`config.mk`:
```
export PLATFORM = sky130hd
export DESIGN_NAME = dm_cache_ctrl
export DESIGN_NICKNAME = d
export VERILOG_FILES = /design/src/rtl/cache_pkg.sv /design/src/rtl/cache_array.sv /design/src/rtl/dm_cache_ctrl.sv
export SDC_FILE = /design/constraint.sdc
export NUM_CORES = 2
export LEC_CHECK = 0
export CAP_MARGIN = 40
export CORE_UTILIZATION = 50
export CTS_BUF_LIST = sky130_fd_sc_hd__clkbuf_8
export DETAILED_ROUTE_END_ITERATION = 12
export PLACE_DENSITY = 0.67
export SLEW_MARGIN = 30
export SYNTH_ARGS = -nofsm -noshare
export SYNTH_HDL_FRONTEND = slang
export SYNTH_SLANG_ARGS = --single-unit
```
`constraint.sdc`:
```
create_clock -name clk -period 7 [get_ports clk]
set_clock_uncertainty 0.05 [all_clocks]
set_input_delay 1.05 -clock clk [delete_from_list [all_inputs] [get_ports clk]]
set_output_delay 1.05 -clock clk [all_outputs]
set_load 0.03 [all_outputs]
```
`src/rtl/cache_pkg.sv`:
```
// Shared types and geometry for the direct-mapped write-back cache controller.
package cache_pkg;
  localparam int LINES = 16;
  localparam int WORDS = 4;
  localparam int TAG_W = 10;
  localparam int IDX_W = 4;
  localparam int OFF_W = 2;

  typedef enum logic [1:0] {IDLE, LOOKUP, WB, RF} state_e;

  function automatic logic [15:0] sat_inc(input logic [15:0] v);
    return (v == 16'hFFFF) ? v : v + 16'd1;
  endfunction
endpackage

```
`src/rtl/cache_array.sv`:
```
// Line storage: data words, tags, valid/dirty bits. One combinational read port,
// one word write port that also refreshes the line's tag/valid/dirty.
module cache_array #(
  parameter int LINES = cache_pkg::LINES,
  parameter int WORDS = cache_pkg::WORDS
) (
  input  logic                      clk,
  input  logic                      inv_all_i,
  input  logic [cache_pkg::IDX_W-1:0] rd_idx_i,
  input  logic [cache_pkg::OFF_W-1:0] rd_off_i,
  output logic [31:0]               rd_data_o,
  output logic [cache_pkg::TAG_W-1:0] rd_tag_o,
  output logic                      rd_valid_o,
  output logic                      rd_dirty_o,
  input  logic                      wr_en_i,
  input  logic [cache_pkg::IDX_W-1:0] wr_idx_i,
  input  logic [cache_pkg::OFF_W-1:0] wr_off_i,
  input  logic [31:0]               wr_data_i,
  input  logic [cache_pkg::TAG_W-1:0] wr_tag_i,
  input  logic                      wr_dirty_i
);
  logic [31:0]               data_q [LINES][WORDS];
  logic [cache_pkg::TAG_W-1:0] tag_q [LINES];
  logic [LINES-1:0]          valid_q, dirty_q;

  always_ff @(posedge clk) begin
    if (wr_en_i) begin
      data_q[wr_idx_i][wr_off_i] <= wr_data_i;
      tag_q[wr_idx_i]            <= wr_tag_i;
    end
  end

  // Invalidate-all wins over a concurrent write so reset always leaves every line empty.
  always_ff @(posedge clk) begin
    if (inv_all_i) begin
      valid_q <= '0;
      dirty_q <= '0;
    end else if (wr_en_i) begin
      valid_q[wr_idx_i] <= 1'b1;
      dirty_q[wr_idx_i] <= wr_dirty_i;
    end
  end

  assign rd_data_o  = data_q[rd_idx_i][rd_off_i];
  assign rd_tag_o   = tag_q[rd_idx_i];
  assign rd_valid_o = valid_q[rd_idx_i];
  assign rd_dirty_o = dirty_q[rd_idx_i];
endmodule

```
`src/rtl/dm_cache_ctrl.sv`:
```
// Direct-mapped, write-back, write-allocate cache controller with hit/miss counters.
module dm_cache_ctrl #(
  parameter int LINES = cache_pkg::LINES,
  parameter int WORDS = cache_pkg::WORDS
) (
  input  logic        clk,
  input  logic        rst,
  input  logic        cpu_req,
  input  logic        cpu_we,
  input  logic [31:0] cpu_addr,
  input  logic [31:0] cpu_wdata,
  output logic [31:0] cpu_rdata,
  output logic        cpu_ready,
  output logic        mem_ren,
  output logic        mem_wen,
  output logic [31:0] mem_addr,
  output logic [31:0] mem_din,
  input  logic [31:0] mem_dout,
  output logic [15:0] hit_cnt,
  output logic [15:0] miss_cnt
);
  import cache_pkg::*;

  state_e      state_q;
  logic        we_q, refill_q;
  logic [15:0] addr_q;
  logic [31:0] wdata_q;
  logic [2:0]  k_q;
  logic [15:0] hit_cnt_q, miss_cnt_q;

  logic [TAG_W-1:0] tag, rd_tag;
  logic [IDX_W-1:0] idx;
  logic [OFF_W-1:0] off, rd_off, wr_off;
  logic [31:0]      rd_data, wr_data;
  logic             rd_valid, rd_dirty, hit, wr_en;
  logic             unused_addr_hi;

  assign unused_addr_hi = ^cpu_addr[31:16];

  assign tag = addr_q[15:6];
  assign idx = addr_q[5:2];
  assign off = addr_q[1:0];

  assign hit    = (state_q == LOOKUP) && rd_valid && (rd_tag == tag);
  assign rd_off = (state_q == WB) ? k_q[1:0] : off;
  // Refill data lags the read strobe by one cycle, so cycle k stores word k-1.
  assign wr_en   = !rst && ((hit && we_q) || (state_q == RF && k_q != 3'd0));
  assign wr_off  = (state_q == RF) ? k_q[1:0] - 2'd1 : off;
  assign wr_data = (state_q == RF) ? mem_dout : wdata_q;

  cache_array #(.LINES(LINES), .WORDS(WORDS)) u_array (
    .clk       (clk),
    .inv_all_i (rst),
    .rd_idx_i  (idx),
    .rd_off_i  (rd_off),
    .rd_data_o (rd_data),
    .rd_tag_o  (rd_tag),
    .rd_valid_o(rd_valid),
    .rd_dirty_o(rd_dirty),
    .wr_en_i   (wr_en),
    .wr_idx_i  (idx),
    .wr_off_i  (wr_off),
    .wr_data_i (wr_data),
    .wr_tag_i  (tag),
    .wr_dirty_i(state_q == LOOKUP)
  );

  always_ff @(posedge clk) begin
    if (rst) begin
      state_q    <= IDLE;
      we_q       <= 1'b0;
      addr_q     <= '0;
      wdata_q    <= '0;
      k_q        <= '0;
      refill_q   <= 1'b0;
      hit_cnt_q  <= '0;
      miss_cnt_q <= '0;
    end else begin
      case (state_q)
        IDLE: if (cpu_req) begin
          we_q     <= cpu_we;
          addr_q   <= cpu_addr[15:0];
          wdata_q  <= cpu_wdata;
          refill_q <= 1'b0;
          state_q  <= LOOKUP;
        end
        LOOKUP: begin
          // The lookup replayed after a refill belongs to the miss already counted.
          if (hit) begin
            if (!refill_q) hit_cnt_q <= sat_inc(hit_cnt_q);
            state_q <= IDLE;
          end else begin
            if (!refill_q) miss_cnt_q <= sat_inc(miss_cnt_q);
            k_q     <= '0;
            state_q <= (rd_valid && rd_dirty) ? WB : RF;
          end
        end
        WB: if (k_q == 3'd3) begin
          k_q     <= '0;
          state_q <= RF;
        end else k_q <= k_q + 3'd1;
        RF: if (k_q == 3'd4) begin
          k_q      <= '0;
          refill_q <= 1'b1;
          state_q  <= LOOKUP;
        end else k_q <= k_q + 3'd1;
        default: state_q <= IDLE;
      endcase
    end
  end

  // Outputs decode the registered state; gating with rst keeps memory quiet during reset.
  assign cpu_ready = !rst && hit;
  assign cpu_rdata = cpu_ready ? rd_data : '0;
  assign mem_wen   = !rst && (state_q == WB);
  assign mem_ren   = !rst && (state_q == RF) && !k_q[2];
  assign mem_addr  = mem_wen ? {16'h0, rd_tag, idx, k_q[1:0]} :
                     mem_ren ? {16'h0, tag, idx, k_q[1:0]} : '0;
  assign mem_din   = mem_wen ? rd_data : '0;
  assign hit_cnt   = rst ? '0 : hit_cnt_q;
  assign miss_cnt  = rst ? '0 : miss_cnt_q;
endmodule

```
Yosys cells after proc, flatten, opt, wreduce, memory -nomap -nowiden
Memory sizes are Yosys's and may differ from the RTL's. A register that Yosys moved wholly into a read port is not among the register bits.
Cells that the tools add are included.
{"block": "word_totals", "ff_bits": 119, "ramBits": 2208, "input_bits": 100, "memories": 2}
{"block": "op_classes", "addsub": 4, "magnitude_cmp": 5, "eq_ne": 12, "muxes": 41, "bitwise": 7, "n_reduce_logical": 25}
{"memory": "u_array.data_q", "depth": 16, "width": 128, "read_ports": 1, "rd_ports_with_merged_regs": 1, "wr": 1, "line_no": "cache_array.sv:22", "text": "logic [31:0] data_q [LINES][WORDS];"}
{"memory": "u_array.tag_q", "depth": 16, "width": 10, "read_ports": 1, "rd_ports_with_merged_regs": 1, "wr": 1, "line_no": "cache_array.sv:23", "text": "logic [cache_pkg::TAG_W-1:0] tag_q [LINES];"}
{"operator": "two-way mux 32 bit", "count": 6}
{"operator": "two-way mux 128 bit", "count": 1}
{"operator": "binary-select mux 32 bit (select 2 bit)", "count": 1}
{"operator": "demux 32 bit (select 2 bit)", "count": 1}
{"operator": "two-way mux 16 bit", "count": 4}
{"operator": "adder 16 x 1 -> 16 bit, second input constant", "count": 2}
{"operator": "== test 16 bit, second input constant", "count": 2}
{"operator": "bitwise mux 16 bit", "count": 1}
{"operator": "two-way mux 4 bit", "count": 4}
{"operator": "OR 16 bit", "count": 1}
{"operator": "logical AND 1 bit", "count": 12}
{"operator": "two-way mux 2 bit", "count": 6}
{"operator": "== test 10 bit", "count": 1}
{"operator": "two-way mux 3 bit", "count": 3}
{"operator": "one-hot mux 3 bit (3 select lines)", "count": 1}
{"operator": "binary-select mux 1 bit (select 4 bit)", "count": 2}
{"operator": "two-way mux 1 bit", "count": 8}
{"operator": "one-hot mux 2 bit (4 select lines)", "count": 1}
{"operator": "AND reduction 4 bit", "count": 2}
{"operator": "greater-or-equal comparator 3 bit, second input constant", "count": 2}
{"operator": "inverter 2 -> 3 bit", "count": 2}
{"operator": "AND reduction 3 bit", "count": 2}
{"operator": "nonzero test 3 bit", "count": 2}
{"operator": "< comparator 4 x 5 -> 1 bit, second input constant", "count": 1}
{"operator": "18 further kinds", "count": 26}

Logic depth before layout (Yosys ltp)
{"block": "logic_depth", "depth_word": 9, "ltp_mapped": 15, "ltp_nobuf": 9}

By module
From an unflattened synthesis, not the netlist that was laid out.
{"block": "hier_totals", "cells_unflattened": 4362, "area_unflattened_um2": 89946.3}
{"mod": "cache_array", "n_inst": 1, "cells_each": 3675, "area_per_inst_um2": 84698.7, "seq_area_each_um2": 66944.2}
{"mod": "dm_cache_ctrl", "n_inst": 1, "cells_each": 687, "area_per_inst_um2": 5247.5, "seq_area_each_um2": 1741.7}

Worst setup path after synthesis
OpenSTA, ideal clock, no wires.
{"block": "synth_path", "path_kind": "register to register", "from": "register (tool-made name)", "to": "memory u_array.data_q[10][0] (netlist bit), enable pin", "setup_ns": 0.502, "arrival_ns": 5.920, "t_required_ns": 6.448, "path_slack_ns": 0.529, "path_stages_with_launch": 13, "path_buffers": 4, "cell_sequence": "dfxtp_1 > buf_4 > buf_6 > mux4_2 > mux2i_1 > mux2i_1 > xor2_1 > nor4_1 > and2_1 > buf_2 > a41oi_1 > buf_2 > nor4_1"}
{"item": "end, declared", "line_no": "cache_array.sv:22"}

==> impl_metrics.toml <==
[clock_network]
cts_resized = 0
hold_buffers = 0
clk_pin_slew_worst_paths_ns = 0.06
clock_sinks = 2331
clock_path_buffers = 4
root_buffer = "clkbuf_8"
clk_latency_ns = 1.05
cts_setup_buffers = 0
cts_tree = "built"
htreeDepth = 5
numCtsBuffers = 378

[floorplanning]
start_util_pct = 50.4
io_pins = 231
fp.dieW_um = 429
core_um2 = 181000
num_rows = 156
dieArea_um2 = 184000
die_y_um = 429

[critical_path]
r2r_cells = 12
crit_path_start_kind = "flop"
critPathMaxFanout = 67
cp.required_ns = 5.90
r2r_end = "u_array.data_q[14][27]$_DFFE_PP_"
worst_ep_arrival_time_ns = 5.38
path_class = "reg -> out"
end_kind = "output pin"
r2r_slack_ns = 1.53

[logic_synthesis]
netlist_area_um2 = 91100
synthCells = 4188
yosys.area.top_type = "edfxtp_1"
synth_warnings = 0
synthTopCellsByArea = "edfxtp_1, mux4_2, dfxtp_1"
synth_top_family_by_area = "multiplexers"
yosysSeqAreaShare_pct = 75.4
synth_edf_count = 2208
synth_commonest_cells = "edfxtp_1, mux4_2, clkbuf_1"
synthMuxAreaShare_pct = 18.9
synth_most_common_cell = "edfxtp_1"
synth_compound_area_share_pct = 1.19
synthXorXnorAreaFrac_pct = 0.0769
synth_cell_types = 63
async_reset_ff_share_pct = 0
synth_fa_ha_area_share_pct = 0.137
synth_top_area_share_pct = 72.7
synthSimpleGateAreaFrac_pct = 2.82
syn_avg_cell_area_um2 = 21.8
synthFlopType = "edfxtp_1"
synth_seq_cells = 2331

[pwr]
powerDensity_nw_per_um2 = 286
leakage_nw = 32.8
vdd_drop_max_mv = 0.209

[drt]
vias = 45151
antenna_left = 0
drt-pass1-iter-count = 7
drt_iter0_drc = 4942
wl_um = 224000
post-route-drc-count = 0
routedWlPerCell_um = 30.7
viasPerCell = 6.18

[worst_hold_path]
hold_path.class = "reg -> reg"
min-delay-start = "u_array.valid_q[2]$_SDFFE_PP0P_"
hold_path_depth = 2
hold_end = "u_array.valid_q[2]$_SDFFE_PP0P_"

[timing]
final_hold_viol_count = 0
grt_setup_unrepaired = "no"
timing.hold.ws_ns = 0.403
relSlewSlack_pct = 36.2
slew_violations = 0
min_period_ns = 6.48
setup_viol = 0
final.setup.tns_ns = 0
worst_pin_slew_ns = 0.957
fin_crit_sh_pct = 92.6
fmax_mhz = 154

[layout]
drive_gt1_share_pct = 30.3
design_area_um2 = 104000
fillerInstances = 12899
area_delta_synth_final_pct = 14.5
fin_nets = 4786

[placed_design]
gp_congestion = 0.813
place_area_um2 = 97800
io_buffers = 198
hpwl_um = 118000

[grt]
antenna_found_initial = 12
grt_max_degree = 111
grt_pass1_wl_um = 319000
first_global_vias = 45690
grt_remaining_overflow = 0
grt_use_total_pct = 24.4

[status]
status = "complete, no violations"

[job]
maxCapViolations = 0
==> flip-flops by register name, indices dropped and copies added, names as in the netlist, named ones only <==
signal           flops
u_array.dirty_q     16
u_array.data_q    2048
wdata_q             32
k_q                  3
u_array.tag_q      160
addr_q              16
u_array.valid_q     16
we_q                 1
state_q              2
miss_cnt_q          16
refill_q             1
hit_cnt_q           16
==> worst max path at each step <==
stage | start | end | slack [ns] | depth (start not counted)
floorplan | flop | u_array.data_q[10][0]$_DFFE_PP_ | 0.53 | 12
global placement | flop | cpu_rdata[31] | 1.33 | 11
detailed placement | flop | mem_din[30] | 1.52 | 7
CTS | flop | mem_din[30] | 0.35 | 7
global route | flop | cpu_rdata[0] | 0.32 | 10
finish | flop | mem_din[16] | 0.52 | 8
==> power by group <==
| group | total, mW | internal, mW | leakage (nW) | switching [mW] |
|---|---|---|---|---|
| registers | 15.9 | 15.8 | 21.3 | 0.143 |
| clock network | 10.4 | 5.26 | 3.74 | 5.12 |
| logic | 3.51 | 1.36 | 7.72 | 2.16 |
| total | 29.8 | 22.4 | 32.8 | 7.42 |
==> routing by layer <==
metal / GRT usage, % / up-vias / wire [um]
met4: 7.66 / 2 / 5620
met5: 0 / - / 13
met2: 39.5 / 2146 / 112000
met1: 33.6 / 24168 / 87500
met3: 4.87 / 308 / 19400
li1: - / 18527 / -
==> worst max-delay path: stages, from the launching register on <==
cell,delay [ns]
dfxtp_4,0.83
buf_12,0.42
buf_4,0.37
mux4_2,0.35
mux4_2,0.52
mux2_2,0.37
a21oi_1,0.66
nor2_1,0.09
clkdlybuf4s50_1,0.63
==> placed cells by master, fill, tap and decap left out, types with 5 or more instances in the layout <==
cell,n
edfxtp_1,2208
mux4_2,692
clkbuf_8,386
clkdlybuf4s50_1,171
nand2_1,153
inv_1,136
dfxtp_1,119
nor2_1,111
buf_4,97
a21oi_1,92
clkinv_1,87
buf_12,86
mux2_2,71
mux2i_1,65
nor4_2,64
nor2b_1,50
and2_1,49
clkinv_2,46
nand3_1,41
nand4_1,19
conb_1,16
nor3_1,15
o21ai_0,13
a31oi_1,12
mux2_4,10
ha_1,9
and3_1,8
o32a_1,8
clkinvlp_4,7
xor2_1,5
a22oi_1,5
a22o_1,5
bufinv_16,5
buf_16,5
==> per-stage QoR <==
| step | std cells | utilization (%) | total power, mW | worst slack [ns] |
|---|---|---|---|---|
| 5_1_grt | 7306 | 57.7 | 30.8 | 0.316 |
| 2_1_floorplan | 4203 | - | 18.4 | 0.529 |
| 6_report | 7307 | 57.7 | 29.8 | 0.518 |
| 4_1_cts | 7303 | 57.6 | 30.0 | 0.352 |
| 3_5_place_dp | 6664 | 54.0 | 19.7 | 1.52 |
| 3_3_place_gp | 6655 | 53.9 | 19.6 | 1.33 |
==> final cells by class <==
| cell class | instances | area [um^2] | area share [%] |
|---|---|---|---|
| clock inverter | 253 | 1170 | 1.13 |
| sequential | 2331 | 68800 | 65.9 |
| clock buffer | 386 | 5310 | 5.09 |
| inverter | 32 | 120 | 0.115 |
| antenna | 2 | 5.00 | 0.00480 |
| tap | 2370 | 2970 | 2.84 |
| timing repair buffer | 360 | 4310 | 4.14 |
| multi-input combinational | 1573 | 21600 | 20.7 |
==> kinds of logic (layout without fill, tap and decap cells) <==
logic type,after synthesis,after routing
flops,2331,2331
buf+inv,299,1031
fa+ha+maj,10,10
simple gates,524,524
xor+xnor,8,8
compound gates,173,173
other cells,1,18
mux,842,842
No activity file was read; power rests on OpenSTA's default activity.
